--- src/rtl/mul_hilo_ctrl.sv ---
// mul_hilo_ctrl: sequences a multi-cycle settle of the downstream Booth
// multiplier and owns the architectural HI/LO registers. It also handles
// mthi/mtlo writes and interlocks mfhi/mflo reads while a multiply is in flight.
module mul_hilo_ctrl #(
    parameter int WIDTH       = 32,
    parameter int MUL_LATENCY = 4
) (
    input  logic             clk,
    input  logic             reset_n,
    input  logic             start,
    input  logic [WIDTH-1:0] a_in,
    input  logic [WIDTH-1:0] b_in,
    output logic [WIDTH-1:0] mul_a,
    output logic [WIDTH-1:0] mul_b,
    input  logic [WIDTH-1:0] mul_hi,
    input  logic [WIDTH-1:0] mul_lo,
    input  logic             mthi,
    input  logic             mtlo,
    input  logic [WIDTH-1:0] wdata,
    input  logic             rd_req,
    output logic             busy,
    output logic             done,
    output logic             stall,
    output logic [WIDTH-1:0] hi,
    output logic [WIDTH-1:0] lo
);

    localparam int CW = $clog2(MUL_LATENCY) + 1;

    typedef enum logic {IDLE, RUN} state_t;

    state_t        state;
    logic [CW-1:0] cnt;

    // Reads of HI/LO must wait while a multiply owns them.
    assign stall = rd_req & busy;

    // Control FSM. Operands are latched once at accept and then held for the
    // whole RUN period, so the combinational multiplier sees stable inputs.
    always_ff @(posedge clk or negedge reset_n) begin
        if (!reset_n) begin
            state <= IDLE;
            cnt   <= '0;
            mul_a <= '0;
            mul_b <= '0;
            hi    <= '0;
            lo    <= '0;
            done  <= 1'b0;
            busy  <= 1'b0;
        end else begin
            done <= 1'b0;
            case (state)
                IDLE: begin
                    // Move-writes land even when a multiply starts on the same
                    // edge; the capture later overwrites them.
                    if (mthi) hi <= wdata;
                    if (mtlo) lo <= wdata;
                    if (start) begin
                        mul_a <= a_in;
                        mul_b <= b_in;
                        cnt   <= CW'(MUL_LATENCY - 1);
                        state <= RUN;
                        busy  <= 1'b1;
                    end
                end
                RUN: begin
                    // start, mthi and mtlo are dropped here.
                    if (cnt != '0) begin
                        cnt <= cnt - CW'(1);
                    end else begin
                        hi    <= mul_hi;
                        lo    <= mul_lo;
                        done  <= 1'b1;
                        state <= IDLE;
                        busy  <= 1'b0;
                    end
                end
                default: begin
                    state <= IDLE;
                    busy  <= 1'b0;
                end
            endcase
        end
    end

endmodule
--- config.mk ---
export PLATFORM = sky130hd
export DESIGN_NAME = mul_hilo_ctrl
export DESIGN_NICKNAME = d
export VERILOG_FILES = /design/src/rtl/mul_hilo_ctrl.sv
export SDC_FILE = /design/constraint.sdc
export NUM_CORES = 1
export LEC_CHECK = 0
export CAP_MARGIN = 5
export CORE_MARGIN = 2
export CORE_UTILIZATION = 35
export DETAILED_ROUTE_END_ITERATION = 6
export GPL_ROUTABILITY_DRIVEN = 1
export PLACE_DENSITY_LB_ADDON = 0.15
export SLEW_MARGIN = 20
export SYNTH_ARGS = -nofsm -noshare
export SYNTH_HDL_FRONTEND = slang
export SYNTH_SLANG_ARGS = --single-unit
--- constraint.sdc ---
create_clock -name clk -period 1.8 [get_ports clk]
set_input_delay 0.18 -clock clk [delete_from_list [all_inputs] [get_ports clk]]
set_output_delay 0.18 -clock clk [all_outputs]
set_load 0.02 [all_outputs]
After elaboration in Yosys (flattened, before gate mapping)
Index checks and enable logic that the tools add are counted.

operators by class
  add/subtract/negate cells = 1
  eq/ne operators = 5
  muxes and demuxes = 17
  bitwise gates (word level) = 2
  reductions and logical operators = 6

operators with widths
  kind                                                                 count
  32-bit two-way mux                                                   4
  32-bit case mux with 2 select lines                                  2
  2-bit AND reduction                                                  5
  2-bit != test (second input constant)                                4
  1-bit two-way mux                                                    6
  3-bit two-way mux                                                    2
  3-bit case mux with 2 select lines                                   1
  1-bit case mux with 2 select lines                                   2
  3-bit nonzero test                                                   1
  3-bit by 1-bit subtractor with 3-bit output (second input constant)  1
  2-bit by 1-bit != test with 1-bit output (second input constant)     1
  1-bit AND                                                            1
  1-bit NOT                                                            1

storage, ports and cells
  register bits after elaboration = 134
  input port bits = 166
  output and inout bits = 131
  logic and storage cells = 39

Depth between registers and ports, before layout
  depth in word-level cells = 3
  gate-level depth with buffers = 8
  depth with buffers taken out = 6

Worst setup path before layout
Ideal clock, no wire load.

  kind = register -> register
  start point = register cnt[0]
  end point = register hi[10]
  setup time = 0.123 ns
  data arrival time = 1.445 ns
  required time = 1.677 ns
  slack = 0.232 ns
  cell stages (with the launch flop) = 9
  buffers on the path = 2
  clock period less this slack = 1.568 ns
  path through = dfrtp_1 -> inv_1 -> ha_1 -> nand3b_2 -> inv_2 -> or2_1 -> buf_2 -> buf_6 -> o221a_1

between the ends
  word-level cells in the longest chain between the ends = 3

ends and longest elaborated chain
  what                           RTL line  text
  start, declared                33        logic [CW-1:0] cnt;
  start signal, assigned         61        cnt <= CW'(MUL_LATENCY - 1);
  start signal, assigned         69        cnt <= cnt - CW'(1);
  3-bit nonzero test             68        if (cnt != '0) begin
  2-bit != test (no line)        --
  2-bit AND reduction (no line)  --
  end signal, assigned           56        if (mthi) hi <= wdata;
  end signal, assigned           71        hi <= mul_hi;
  end, declared                  24        output logic [WIDTH-1:0] hi,

No other way between the ends.
A chain may end at the register's enable or synchronous reset.

Worst setup path in the final report
  start point = register cnt[0]
  end point = register hi[8]

Same word-level chain as after synthesis.

==> results.json <==
{
  "placed_area_sq_um": 8750,
  "avgRoutedWirePerCell_microns": 18.4,
  "synth_cell_types": 22,
  "crit_slowest_cell": "dfrtp_1",
  "critPathLaunch": "cnt[0]$_DFFE_PN0P_",
  "max-cap-violations": 0,
  "final_cell_area_sq_um": 9370,
  "multi_input_area_sq_um": 2000,
  "dieWidth_microns": 130,
  "final_cell_mix": "clkdlybuf4s50_1, dfrtp_1, nand2b_1, o221a_1, mux2_1",
  "synth_mux_area_frac": 0.133,
  "cts-root-buf": "clkbuf_16",
  "final_common_cell": "clkdlybuf4s50_1",
  "p_per_area_nw_per_um2": 1810,
  "crit_type": "reg -> reg",
  "drt_wl_total_mm": 16.6,
  "num_vias": 4326,
  "tritoncts": "done",
  "area_growth_pct": 69.8,
  "grt_pass1_wl_mm": 25.1,
  "hold_class": "in -> async",
  "maxSlewViolCount": 0,
  "crit_required_ns": 2.09,
  "synth_cells": 377,
  "viasPerCell": 4.80,
  "wl_met2_mm": 8.08,
  "final_nets": 847,
  "synth-simple-area-share": 0.0873,
  "hpwl_mm": 12.3,
  "cp.arrival_ns": 1.99,
  "die-area_sq_um": 16800,
  "status": "finished clean",
  "synth_seq_cells": 134,
  "worstMarginPinSlew_ns": 0.521,
  "path_max_fanout": 30,
  "seq_area_sq_um": 3350,
  "r2r_end": "hi[8]$_DFFE_PN0P_",
  "period_share": 0.945,
  "grt_overflow": 0,
  "setup_tns_ns": 0,
  "crit_cells": 7,
  "reg2regPathDepth": 7,
  "cts.sinks": 134,
  "htree_levels": 4,
  "track_usage": 0.198,
  "top_layer": "met4",
  "first_iter_violations": 188,
  "first_pass_iters": 4,
  "synth_compound_area_frac": 0.136,
  "crit_family": "simple AND/OR/NAND/NOR gates",
  "wl_met3_mm": 1.69,
  "ys.warnings.count": 0,
  "seq_area_frac_synth": 0.608,
  "cp-end-kind": "register",
  "synth-adder-area-share": 0.00453,
  "grt_max_degree": 66,
  "ant_nets": 0,
  "antenna_cells": 0,
  "skew_ns": 0.00473,
  "max_stage_delay_ns": 0.36,
  "die_h_microns": 130,
  "grt_pass1_vias": 4624,
  "finalHoldViolCount": 0,
  "crit_buf_inv": 3,
  "relSlewSlack": 0.653,
  "start_kind": "register",
  "cts_inserted_buffers": 17,
  "initial_core_util": 0.360,
  "synth_xor_area_frac": 0,
  "place.gp.congestion": 0.795,
  "synth_top_family_by_area": "compound AO/OA/AOI/OAI gates",
  "clk_pin_slew_worst_paths_ns": 0.05,
  "pin_count": 297,
  "rr_startpoint": "cnt[0]$_DFFE_PN0P_",
  "fmax_ghz": 0.588,
  "final.fill_count": 1229,
  "ir_worst_vdd_mv": 0.867,
  "setup_viol": 0,
  "leakage_uw": 0.00369,
  "antenna_found_initial": 0,
  "drt-met1-wl_mm": 6.55,
  "drcViolationCount": 0,
  "crit_chain": "inv_1 -> ha_1 -> nand3b_2 -> inv_2 -> or2_1 -> buf_12 -> o221a_1",
  "period_needed_ns": 1.70,
  "netlist_area_sq_um": 5520,
  "reg2reg_slack_ns": 0.1,
  "fp-row-count": 45,
  "coreArea_sq_um": 15300,
  "postSynthAreaPerCell_sq_um": 14.6,
  "clockBufferDepth": 2,
  "drive_gt1_frac": 0.0868,
  "rsz0062_at_grt": "no",
  "port_buffers": 296,
  "worstSkewPairLatency_ns": 0.41,
  "crit_path_end": "hi[8]$_DFFE_PN0P_",
  "synth.net_count": 545
}
## Yosys cell counts
library cell  number  area [sq um]
mux2_2            11           124
nor2_1             3          11.3
inv_1              2          7.51
buf_1              4          15.0
buf_6              6          67.6
mux2_1            54           608
and2_1             1          6.26
inv_2              1          3.75
buf_2             11          55.1
nand2b_1          65           407
ha_1               2          25.0
o21a_1             2          15.0
clkbuf_1           7          26.3
nand3b_2           1          11.3
nor2b_2            2          17.5
a22o_1             1          8.76
or2_1              2          12.5
o221a_1           64           721
nor2b_1            1          6.26
a21o_1             1          7.51
dfrtp_1          134          3350
nand3_1            2          10.0
## where the power goes
group	switching, uW	internal, uW
Clock	1220	2310
Sequential	841	4540
Combinational	3820	4230
Total	5890	11100
## cell type report
| type | count | share of cell area |
|---|---|---|
| Inverter | 3 | 0.00120 |
| Multi-Input combinational cell | 212 | 0.213 |
| Sequential cell | 134 | 0.358 |
| Tap cell | 211 | 0.0282 |
| Clock inverter | 8 | 0.0130 |
| Timing Repair Buffer | 311 | 0.334 |
| Clock buffer | 23 | 0.0521 |
## through the flow
stage / instances / utilization / hold WS, ns / total power [uW] / setup slack [ns]
3_5_place_dp: 870 / 0.571 / 0.153 / 13600 / 0.0458
6_report: 902 / 0.612 / 0.287 / 17000 / 0.0990
4_1_cts: 902 / 0.612 / 0.293 / 17200 / 0.0396
5_1_grt: 902 / 0.612 / 0.315 / 17900 / 0.0196
3_3_place_gp: 870 / 0.571 / 0.150 / 13400 / 0.118
2_1_floorplan: 377 / - / -0.116 / 9390 / 0.232
## repair_timing
item / CTS / global route
setup endpoints to repair: 0 / 64
setup buffers: 0 / 0
resized for setup: 0 / 1
hold endpoints to repair: 45 / 0
hold buffers: 1 / 0
## routing by layer
metal,up-vias,global-route usage
li1,2000,-
met1,2103,0.230
met2,202,0.333
met3,21,0.0838
met4,0,0.0633
met5,-,0
## sequential cells by signal, summed over array words and instances, names as in the netlist
signal	flops
hi	32
lo	32
mul_a	32
mul_b	32
cnt	3
busy	1
done	1
state	1
## cell families after synthesis
family,Yosys count
AO/OA/AOI/OAI,68
adder cells (fa/ha/maj),2
buffers and inverters,31
multiplexers,65
AND/OR/NAND/NOR,77
flip-flops,134
## worst min path at each step
stage,slack (ns),end,cells after the start,startpoint
5_1_grt,0.31,mul_a[18]$_DFFE_PN0P_,2,reset_n
3_5_place_dp,0.15,mul_a[29]$_DFFE_PN0P_,1,reset_n
6_report,0.29,mul_b[5]$_DFFE_PN0P_,2,reset_n
4_1_cts,0.29,mul_a[19]$_DFFE_PN0P_,2,reset_n
3_3_place_gp,0.15,mul_a[29]$_DFFE_PN0P_,1,reset_n
2_1_floorplan,-0.12,busy$_DFFE_PN0P_,0,reset_n
Power figures use the tool's default switching activity.
